`src/rtl/block_shader_pipe.sv`:
```
// rtl/block_shader_pipe.sv - bevelled Tetris cell shader with line-clear flash sequencer; optional ghost shading under SHADER_GHOST_EN
module block_shader_pipe #(
   parameter int CELL_W        = 26,
   parameter int CELL_H        = 32,
   parameter int COORD_W       = 6,
   parameter int EDGE          = 2,
   parameter int BEVEL         = 4,
   parameter int CH_W          = 4,
   parameter int FLASH_FRAMES  = 8,
   parameter int FLASH_TOGGLES = 6
) (
   input  logic                 clk,
   input  logic                 rst,
`ifdef SHADER_GHOST_EN
   input  logic                 ghost,
`endif
   input  logic                 pix_valid,
   input  logic [COORD_W-1:0]   block_x,
   input  logic [COORD_W-1:0]   block_y,
   input  logic [3*CH_W-1:0]    in_color,
   input  logic                 cell_clear,
   input  logic                 frame_tick,
   input  logic                 flash_start,
   output logic                 out_valid,
   output logic [3*CH_W-1:0]    out_color,
   output logic                 flash_busy,
   output logic                 flash_done
);

   localparam int PW  = 2*COORD_W + 1;
   localparam int CW  = 3*CH_W;
   localparam int FRW = (FLASH_FRAMES > 1) ? $clog2(FLASH_FRAMES) : 1;
   localparam int PHW = $clog2(FLASH_TOGGLES);

   localparam logic [COORD_W-1:0] X_LIM    = COORD_W'(CELL_W);
   localparam logic [COORD_W-1:0] Y_LIM    = COORD_W'(CELL_H);
   localparam logic [COORD_W-1:0] E_LO     = COORD_W'(EDGE);
   localparam logic [COORD_W-1:0] X_E_HI   = COORD_W'(CELL_W - EDGE);
   localparam logic [COORD_W-1:0] Y_E_HI   = COORD_W'(CELL_H - EDGE);
   localparam logic [COORD_W-1:0] B_LO     = COORD_W'(BEVEL);
   localparam logic [COORD_W-1:0] X_B_HI   = COORD_W'(CELL_W - BEVEL);
   localparam logic [COORD_W-1:0] Y_B_HI   = COORD_W'(CELL_H - BEVEL);
   localparam logic [FRW-1:0]     FRAME_LAST = FRW'(FLASH_FRAMES - 1);
   localparam logic [PHW-1:0]     PHASE_LAST = PHW'(FLASH_TOGGLES - 1);

   // per-channel masks: dull keeps the top two bits, super-dull the top bit
   localparam logic [CH_W-1:0] CH_DULL  = {2'b11, {(CH_W-2){1'b0}}};
   localparam logic [CH_W-1:0] CH_SDULL = {1'b1, {(CH_W-1){1'b0}}};
   localparam logic [CW-1:0]   M_DULL   = {3{CH_DULL}};
   localparam logic [CW-1:0]   M_SDULL  = {3{CH_SDULL}};
   localparam logic [CW-1:0]   C_ONES   = {CW{1'b1}};

   // RANGE encodes as zero so a reset stage-1 register shades to black
   typedef enum logic [2:0] {
      RG_RANGE  = 3'd0,
      RG_EDGE   = 3'd1,
      RG_CENTER = 3'd2,
      RG_TOP    = 3'd3,
      RG_BOT    = 3'd4
   } region_t;

   typedef enum logic [1:0] {
      S_IDLE = 2'd0,
      S_ON   = 2'd1,
      S_OFF  = 2'd2,
      S_DONE = 2'd3
   } flash_t;

   flash_t          r_state, w_state_nx;
   logic [FRW-1:0]  r_frame_cnt, w_frame_nx;
   logic [PHW-1:0]  r_phase_cnt, w_phase_nx;

   logic [PW-1:0]   w_px, w_py;
   region_t         w_region;

   logic            r1_valid, r1_clear;
   logic [CW-1:0]   r1_color;
   region_t         r1_region;
`ifdef SHADER_GHOST_EN
   logic            r1_ghost;
`endif

   logic            r2_valid;
   logic [CW-1:0]   r2_color;
   logic [CW-1:0]   w_shade;

   // diagonal split: compare x/CELL_W against y/CELL_H without division
   assign w_px = PW'(block_x) * PW'(CELL_H);
   assign w_py = PW'(block_y) * PW'(CELL_W);

   // classify the pixel into its bevel region, first match wins
   always_comb begin
      w_region = RG_BOT;
      if (block_x >= X_LIM || block_y >= Y_LIM)
         w_region = RG_RANGE;
      else if (block_x < E_LO || block_x >= X_E_HI || block_y < E_LO || block_y >= Y_E_HI)
         w_region = RG_EDGE;
      else if (block_x >= B_LO && block_x < X_B_HI && block_y >= B_LO && block_y < Y_B_HI)
         w_region = RG_CENTER;
      else if (w_px > w_py)
         w_region = RG_TOP;
   end

   // stage 1: register colour, clear flag and region class
   always_ff @(posedge clk) begin
      if (rst) begin
         r1_valid  <= 1'b0;
         r1_clear  <= 1'b0;
         r1_color  <= '0;
         r1_region <= RG_RANGE;
`ifdef SHADER_GHOST_EN
         r1_ghost  <= 1'b0;
`endif
      end else begin
         r1_valid  <= pix_valid;
         r1_clear  <= cell_clear;
         r1_color  <= in_color;
         r1_region <= w_region;
`ifdef SHADER_GHOST_EN
         r1_ghost  <= ghost;
`endif
      end
   end

   // stage-2 colour: region shading, then the flash override for clearing rows
   always_comb begin
      w_shade = '0;
      case (r1_region)
         RG_RANGE:  w_shade = '0;
         RG_EDGE:   w_shade = C_ONES;
         RG_CENTER: w_shade = r1_color & M_DULL;
         RG_TOP:    w_shade = r1_color;
         RG_BOT:    w_shade = r1_color & M_SDULL;
         default:   w_shade = '0;
      endcase
`ifdef SHADER_GHOST_EN
      if (r1_ghost) begin
         case (r1_region)
            RG_EDGE:        w_shade = r1_color & M_SDULL;
            RG_CENTER:      w_shade = '0;
            RG_TOP, RG_BOT: w_shade = r1_color & M_DULL;
            default:        w_shade = '0;
         endcase
      end
`endif
      if (r1_clear) begin
         if (r_state == S_ON)
            w_shade = C_ONES;
         else if (r_state == S_OFF)
            w_shade = '0;
      end
   end

   // stage 2: output register, colour refreshed every cycle
   always_ff @(posedge clk) begin
      if (rst) begin
         r2_valid <= 1'b0;
         r2_color <= '0;
      end else begin
         r2_valid <= r1_valid;
         r2_color <= w_shade;
      end
   end

   assign out_valid = r2_valid;
   assign out_color = r2_color;

   // flash sequencer state and counters
   always_ff @(posedge clk) begin
      if (rst) begin
         r_state     <= S_IDLE;
         r_frame_cnt <= '0;
         r_phase_cnt <= '0;
      end else begin
         r_state     <= w_state_nx;
         r_frame_cnt <= w_frame_nx;
         r_phase_cnt <= w_phase_nx;
      end
   end

   // flash next-state: count ticks per phase, toggle ON/OFF, finish after the last phase
   always_comb begin
      w_state_nx = r_state;
      w_frame_nx = r_frame_cnt;
      w_phase_nx = r_phase_cnt;
      flash_busy = 1'b0;
      flash_done = 1'b0;
      case (r_state)
         S_IDLE: begin
            if (flash_start) begin
               w_state_nx = S_ON;
               w_frame_nx = '0;
               w_phase_nx = '0;
            end
         end
         S_ON, S_OFF: begin
            flash_busy = 1'b1;
            if (frame_tick) begin
               if (r_frame_cnt == FRAME_LAST) begin
                  w_frame_nx = '0;
                  w_phase_nx = r_phase_cnt + PHW'(1);
                  if (r_phase_cnt == PHASE_LAST)
                     w_state_nx = S_DONE;
                  else
                     w_state_nx = (r_state == S_ON) ? S_OFF : S_ON;
               end else begin
                  w_frame_nx = r_frame_cnt + FRW'(1);
               end
            end
         end
         S_DONE: begin
            flash_busy = 1'b1;
            flash_done = 1'b1;
            w_state_nx = S_IDLE;
         end
         default: w_state_nx = S_IDLE;
      endcase
   end

endmodule

```
`config.mk`:
```
export PLATFORM = sky130hd
export DESIGN_NAME = block_shader_pipe
export DESIGN_NICKNAME = d
export VERILOG_FILES = /design/src/rtl/block_shader_pipe.sv
export SDC_FILE = /design/constraint.sdc
export NUM_CORES = 1
export LEC_CHECK = 0
export ABC_AREA = 1
export CAP_MARGIN = 25
export CORE_MARGIN = 3
export CORE_UTILIZATION = 52
export CTS_CLUSTER_DIAMETER = 120
export DETAILED_ROUTE_END_ITERATION = 8
export GPL_ROUTABILITY_DRIVEN = 0
export PLACE_DENSITY = 0.85
export SLEW_MARGIN = 25
export SYNTH_ARGS = -nofsm -noshare
export SYNTH_HDL_FRONTEND = slang
export SYNTH_SLANG_ARGS = --single-unit
export TNS_END_PERCENT = 1
```
`constraint.sdc`:
```
create_clock -name clk -period 4.5 [get_ports clk]
set_input_delay 1.125 -clock clk [delete_from_list [all_inputs] [get_ports clk]]
set_output_delay 1.125 -clock clk [all_outputs]
set_load 0.01 [all_outputs]
```
# Word level (Yosys, flattened, before mapping)
# Cells that the tools add are included.
# totals
regBits,38
input_bits,30
output_inout_bits,15
elab_cells,76
# classes
addsub,2
n_mul,1
order_cmp,11
eq_ne,12
n_mux,22
n_reduce_logical,17
# ops
op,n
12-bit one-hot mux with 4 select lines,1
12-bit 2-to-1 mux,3
6-bit by 5-bit >= comparator with 1-bit output (second input constant),3
3-bit 2-to-1 mux,6
6-bit by 3-bit >= comparator with 1-bit output (second input constant),2
6-bit by 2-bit < comparator with 1-bit output (second input constant),2
6-bit by 5-bit < comparator with 1-bit output (second input constant),2
2-bit 2-to-1 mux,6
3-bit one-hot mux with 2 select lines,2
11-bit > comparator,1
6-bit by 4-bit multiplier with 10-bit output (second input constant),1
3-bit == test (second input constant),3
3-bit by 1-bit adder with 3-bit output (second input constant),2
3-bit by 2-bit == test with 1-bit output (second input constant),2
6-bit >= comparator (second input constant),1
2-bit != test (second input constant),3
2-bit one-hot mux with 3 select lines,1
3-bit AND reduction,2
3-bit OR reduction,2
2-bit == test (second input constant),2
1-bit logical OR,4
4-bit AND reduction,1
2-bit OR reduction,2
4-bit OR reduction,1
other kinds (6),10

# Logic depth before layout (Yosys ltp)
# Gate-level depths: netlist of run 1.
# logic_depth
word_depth,6
depth_mapped,18
ltp_nobuf,18

# Worst setup path before layout of run 1
# OpenSTA, ideal clock, no wires.
# synth_path
path_type,in2reg
from,input block_y[1]
to,register r1_region[1]
setup_ns,0.110
arrival_ns,3.516
t_required_ns,4.390
slack_ns,0.874
stages,14
path_buffers,0
path_cell_list,ha_1 > fa_1 > fa_1 > nand4_1 > o211ai_1 > xnor2_1 > ha_1 > nand2_1 > nor2_1 > nand4_1 > nand2_1 > nand2_1 > nand3_1 > inv_1
# synth_between
elab_chain_len,4
elab_cells_between_ends,15
classes_between,mul: 1; order compare: 6; mux: 2; reduce/logical: 6
# synth_rtl
element,line,text
"start, declared",19,"input logic [COORD_W-1:0] block_y,"
6-bit by 4-bit multiplier with 10-bit output (tied with other cells),89,assign w_py = PW'(block_y) * PW'(CELL_W);
11-bit > comparator (tied with other cells),100,else if (w_px > w_py)
3-bit 2-to-1 mux (tied with other cells),100,
2-bit 2-to-1 mux or 3-bit OR reduction (tied branches),--,
"end signal, assigned",118,r1_region <= w_region;
"end, declared",78,region_t r1_region;
# Several ways; a longest one is shown, not always the timed one.
# A chain may end at the register's enable or synchronous reset.

# Worst setup path in the final report of run 1
# layout_path
from,input block_y[2]
to,register r1_region[1]
# The elaborated chain is that of the path after synthesis.

==> results of run 1 <==
==> synth_stat cells (3+ instances only) <==
cell       n  area [µm²]
a21oi_1   27         135
clkbuf_1   5        18.8
dfxtp_1   38         761
fa_1       3        60.1
ha_1      37         463
inv_1     49         184
inv_2      5        18.8
nand2_1   58         218
nand3_1   12        60.1
nand4_1    4        25.0
nor2_1    30         113
o211ai_1   4        30.0
o21ai_0    4        20.0
o21ai_1    6        30.0
xnor2_1    4        35.0
==> per-layer routing <==
layer / share of wire (%) / track usage, %
met4: 2.0 / 8.56
met1: 42 / 20.1
met3: 4.3 / 2.63
met2: 52 / 36.1
met5: 0 / 0
==> power groups by stage <==
| stage | registers, µW | clock network, µW | logic [µW] |
|---|---|---|---|
| 2_1_floorplan | 379 | 0 | 194 |
| 3_3_place_gp | 377 | 0 | 281 |
| 3_5_place_dp | 378 | 0 | 292 |
| 4_1_cts | 370 | 346 | 295 |
| 5_1_grt | 373 | 358 | 336 |
| 6_report | 370 | 340 | 295 |
==> critical path, stage by stage <==
cell and delay [ps]:
clkdlybuf4s50_1 560, inv_1 90, ha_1 320, fa_1 460, ha_1 400, a21o_1 210
a31oi_1 200, xor2_1 120, ha_1 290, nand2_1 50, nor2_1 130, nand4_1 130
nand2_1 90, nand2_1 60, nand3_1 60, inv_1 40
==> stage by stage <==
step	hold WS (ps)	util, %	instance area [µm²]	power, µW	std cells
floorplan	388	-	2270	573	298
global placement	390	67.4	2770	658	389
detailed placement	394	67.4	2770	670	389
CTS	404	70.7	2910	1010	397
global route	418	70.7	2910	1070	397
finish	403	70.7	2910	1010	397
==> worst paths after layout <==
| check | start | end | slack [ps] | cells past startpoint |
|---|---|---|---|---|
| worst max-delay path | block_y[2] | r1_region[1]$_SDFF_PP0_ | 350 | 16 |
| worst min-delay path | r1_valid$_SDFF_PP0_ | out_valid$_SDFF_PP0_ | 400 | 2 |
| worst max register to register | r_state[0]$_SDFFE_PP0P_ | r_phase_cnt[2]$_SDFFE_PP0P_ | 2850 | 9 |
| worst min register to register | r1_valid$_SDFF_PP0_ | out_valid$_SDFF_PP0_ | 400 | 2 |
==> sequential cells by signal, summed over array words and instances (netlist names) <==
register / flops
r_phase_cnt: 3
r1_color: 12
r1_clear: 1
r1_valid: 1
r1_region: 3
r_state: 2
out_valid: 1
r_frame_cnt: 3
out_color: 12
==> logic make-up (layout without fill, tap and decap cells) <==
logic type / count (synthesis) / in the layout
compound gates: 46 / 46
simple gates: 110 / 110
flops: 38 / 38
fa+ha+maj: 40 / 40
buf+inv: 59 / 108
xor+xnor: 5 / 5
==> cell type report <==
cell class / count / area, µm²
Fill cell: 319 / 1200
Tap cell: 50 / 62.6
Clock inverter: 3 / 68.8
Multi-Input combinational cell: 201 / 1290
Timing Repair Buffer: 46 / 455
Clock buffer: 5 / 68.8
Sequential cell: 38 / 761
Inverter: 54 / 203
==> run metrics, run 1 <==
root buffer cell=clkbuf_8; Core ar.=4120 µm²; Tcrit/Tclk final=92.2%; share of layout cells above drive strength 1=6.34%; Post-Syn Area=2270 µm²; largest family of logic cells by synthesized area=adder cells; Least-Margin Pin Slew=499 ps; post-DR wirelength/cell=11.5 µm; status=complete, no violations; area grow syn2layout=28.0%; Die ar.=5200 µm²; Avg Inst Size Synth=7.63 µm²; Final Hold Fails=0; Leakage=0.00145 µW; CTS tree=done; min Tclk post-route=4150 ps; unrepaired setup endpoints after global routing=false; H-Tree Depth=2; final net count=416; drt first pass iters=4; CP Class=primary input to flop; total grt overflow=0; Slew Viols, Final=0; HPWL Detailed=3.63 mm; PortBufs=44; Die Width=72.1 µm; Startpoint Class=primary input; async set-reset flop share out of synthesis=0%; Max FO, Critical Path=6; Clk Latency, worst-skew pair=290 ps; final setup vio count=0; Die Ht=72.1 µm; mux cell area share after synthesis=0%; nature of the critical path endpoint=flop; ys flop type=dfxtp_1; Total Routing Usage GR=18.9%; Slew HR=66.6%; CTS buffer count=5; Sw Ratio=28.9%; skew final=6.42 ps; share of power burned in combinational logic=29.3%; register area share after synthesis=33.5%; adder-cell area share of the yosys netlist=23.0%; highest-count cells in the layout ignoring fill and taps=58 x nand2_1, 49 x inv_1, 44 x clkdlybuf4s50_1, 38 x dfxtp_1, 37 x ha_1; Synth Area in XOR/XNOR=1.93%; Clock Sinks=38; Post-Syn Nets=368; Netlist cell types=27; clock buffer depth=2; WP data required=4690 ps; Synth Instances=298; Net Sw Power=291 µW; commonest non-fill, non-tap cell in the layout=nand2_1; Hold Crit Class=flop to flop; largest net degree at the start of global routing=22; Max VDD drop=122 µV; yosys warns=0; cells resized by post-CTS repair=0; CTS Hold Buffers Added=0; max frequency=241 MHz; first-pass GRT wire length=7.99 mm; total wire length=4.56 mm; Ant. Diodes=0; post-synthesis simple-gate area fraction=20.6%; PnR worst setup slack=349 ps; Cell Int Power=715 µW; clock-pin transition on the worst setup and hold timing paths=70 ps; compound-gate portion of the synthesized area=11.3%; via count=1968; total of max-cap violations=0; clock network power share=33.8%; Row Count=23; Post-CTS Setup Bufs=0; flops & latches, synth=38; DR vias/cell=4.96; Worst EP arrival=4340 ps; Initial Util=55.2%; io pins=45; vias in the first global route=1971; PD cells=345 nW/µm²; number of enable flip-flop cells after synthesis=0; Iter 0 DRT Violations=84; Routed Antenna Nets=0; DRC errors left=0; sequential share of power=36.8%; Total Neg Setup Slack=0 ps; DP Worst Slack=64.8 ps; initial antenna violation count=0
Power figures use the tool's default switching activity.
==> inputs of run 2 (changes only) <==
--- a/config.mk
+++ b/config.mk
@@ -13,6 +13,7 @@
 export DETAILED_ROUTE_END_ITERATION = 8
 export GPL_ROUTABILITY_DRIVEN = 0
 export PLACE_DENSITY = 0.85
+export SKIP_LAST_GASP = 1
 export SLEW_MARGIN = 25
 export SYNTH_ARGS = -nofsm -noshare
 export SYNTH_HDL_FRONTEND = slang
==> results of run 2 <==
No change in the layout: final DEF, timing and power equal those of run 1.
==> inputs of run 3 (changes only) <==
--- a/config.mk
+++ b/config.mk
@@ -8,13 +8,15 @@
 export ABC_AREA = 1
 export CAP_MARGIN = 25
 export CORE_MARGIN = 3
-export CORE_UTILIZATION = 52
+export CORE_UTILIZATION = 63
 export CTS_CLUSTER_DIAMETER = 120
 export DETAILED_ROUTE_END_ITERATION = 8
+export DONT_BUFFER_PORTS = 1
 export GPL_ROUTABILITY_DRIVEN = 0
-export PLACE_DENSITY = 0.85
+export PLACE_DENSITY = 0.84
+export REMOVE_ABC_BUFFERS = 1
 export SKIP_LAST_GASP = 1
-export SLEW_MARGIN = 25
+export SLEW_MARGIN = 20
 export SYNTH_ARGS = -nofsm -noshare
 export SYNTH_HDL_FRONTEND = slang
 export SYNTH_SLANG_ARGS = --single-unit
==> run 3 against run 2 <==
Against the previous run: routed wire length shrank 15%; final area shrank 19%; utilization shrank 1.6 points; first-iteration DRC count shrank 24%; largest power group unchanged; critical path type unchanged; flip-flop and latch count is the same; critical endpoint unchanged; register-to-register slack gained 80 ps; maximum frequency grew 22%; final cell count shrank 13%; sequential power grew 1%.
==> run metrics, run 3 (same netlist as run 1, synthesis figures left out) <==
DRC errors left=0 (unchanged); Sequential Area=761 µm² (unchanged); PortBufs=0 (was 44); clock network power share=20.9% (was 33.8%); Max FO, Critical Path=6 (unchanged); root buffer cell=clkbuf_4 (was clkbuf_8); via count=1777 (was 1968); Routed Antenna Nets=0 (unchanged); Startpoint Class=primary input (unchanged); Die Ht=66.1 µm (was 72.1 µm); share of power burned in combinational logic=30.0% (was 29.3%); Sw Ratio=33.2% (was 28.9%); PD cells=323 nW/µm² (was 345 nW/µm²); CP Class=primary input to flop (unchanged); commonest non-fill, non-tap cell in the layout=nand2_1 (unchanged); post-placement cell count=339 (was 389); initial antenna violation count=0 (unchanged); Reg2Reg Depth=8 (was 9); Slew Viols, Final=0 (unchanged); Core ar.=3420 µm² (was 4120 µm²); final net count=370 (was 416); drt first pass iters=4 (unchanged); Final Hold Fails=0 (unchanged); Clock Sinks=38 (unchanged); DR vias/cell=5.14 (was 4.96); Cell Int Power=509 µW (was 715 µW); max frequency=293 MHz (was 241 MHz); area grow syn2layout=3.80% (was 28.0%); Slew HR=73.7% (was 66.6%); WP data required=4740 ps (was 4690 ps); HPWL Detailed=3.16 mm (was 3.63 mm); Clk Latency, worst-skew pair=340 ps (was 290 ps); Row Count=21 (was 23); total grt overflow=0 (unchanged); first-pass GRT wire length=6.66 mm (was 7.99 mm); Worst EP arrival=3660 ps (was 4340 ps); share of layout cells above drive strength 1=6.33% (was 6.34%); min Tclk post-route=3410 ps (was 4150 ps); final setup vio count=0 (unchanged); post-DR wirelength/cell=11.2 µm (was 11.5 µm); CTS tree=done (unchanged); CTS buffer count=5 (unchanged); total wire length=3.88 mm (was 4.56 mm); Least-Margin Pin Slew=393 ps (was 499 ps); total of max-cap violations=0 (unchanged); skew final=5.62 ps (was 6.42 ps); clock buffer depth=2 (unchanged); io pins=45 (unchanged); cells resized by post-CTS repair=0 (unchanged); Die Width=66.1 µm (was 72.1 µm); nature of the critical path endpoint=flop (unchanged); CTS Hold Buffers Added=0 (unchanged); Total Routing Usage GR=19.8% (was 18.9%); unrepaired setup endpoints after global routing=false (unchanged); clock-pin transition on the worst setup and hold timing paths=100 ps (was 70 ps); Total Neg Setup Slack=0 ps (unchanged); FILL cells=287 (was 319); Final Util=69.1% (was 70.7%); largest net degree at the start of global routing=35 (was 22); Ant. Diodes=0 (unchanged); highest-count cells in the layout ignoring fill and taps=58 x nand2_1, 49 x inv_1, 38 x dfxtp_1, 37 x ha_1, 30 x nor2_1 (was 58 x nand2_1, 49 x inv_1, 44 x clkdlybuf4s50_1, 38 x dfxtp_1, 37 x ha_1); Tcrit/Tclk final=75.8% (was 92.2%); Initial Util=66.6% (was 55.2%); H-Tree Depth=2 (unchanged); Max VDD drop=231 µV (was 122 µV); Iter 0 DRT Violations=64 (was 84); Net Sw Power=253 µW (was 291 µW); Die ar.=4370 µm² (was 5200 µm²); Hold Crit Class=flop to flop (unchanged); Worst Hold Depth=2 (unchanged); area of the multi-input gates=1290 µm² (unchanged); sequential share of power=49.1% (was 36.8%); vias in the first global route=1625 (was 1971); Leakage=0.00124 µW (was 0.00145 µW); Post-CTS Setup Bufs=0 (unchanged); Layout Cells excl Fill=346 (was 397); status=complete, no violations (unchanged)
==> run 3: changes by cell type in the layout (fill, tap and decap cells not counted), sizes merged <==
cell,previous run,this run
buf,2,0
bufinv,2,0
clkdlybuf4s50,44,0
clkinv,1,2
==> run 3: power by group through the flow <==
stage	Combinational, µW	Sequential [µW]	Clock, µW
floorplan	190	380	0
CTS	232	375	165
detailed placement	230	383	0
global route	269	377	181
finish	229	375	159
global placement	224	382	0
==> run 3: cell type report <==
type | instances | area share (%)
Clock inverter | 2 | 0.424
Inverter | 54 | 8.59
Tap cell | 46 | 2.44
Clock buffer | 5 | 1.59
Multi-Input combinational cell | 201 | 54.7
Sequential cell | 38 | 32.2
==> run 3: final timing paths <==
check | startpoint | endpoint | slack (ps)
setup / recovery | block_y[2] | r1_region[1]$_SDFF_PP0_ | 1090
hold / removal | r1_valid$_SDFF_PP0_ | out_valid$_SDFF_PP0_ | 410
setup reg to reg | r_state[0]$_SDFFE_PP0P_ | r_phase_cnt[1]$_SDFFE_PP0P_ | 2930
hold reg to reg | r1_valid$_SDFF_PP0_ | out_valid$_SDFF_PP0_ | 410
==> run 3: stage by stage <==
stage	cell area, µm²	total power, µW	setup slack (ps)	hold slack [ps]
floorplan	2250	569	874	388
global placement	2310	605	776	390
detailed placement	2310	613	732	403
CTS	2360	772	1100	413
global route	2360	828	843	428
finish	2360	762	1090	414
==> run 3: per-layer routing <==
metal  global-route usage [%]  wire length, µm  vias up
met3                     5.78              178        7
li1                         -                -      947
met1                     22.9             1660      776
met4                     7.87               61        0
met5                        0                0        -
met2                     34.2             1980       47
==> run 3: worst max-delay path, stage by stage <==
cell and delay, ps:
inv_1 40, ha_1 320, fa_1 460, ha_1 380, a21o_1 200, nand2_1 70
nand3_1 90, xnor2_1 130, ha_1 300, nand2_1 50, nor2_1 130, nand4_1 110
nand2_1 80, nand2_1 70, nand3_1 70, inv_1 30
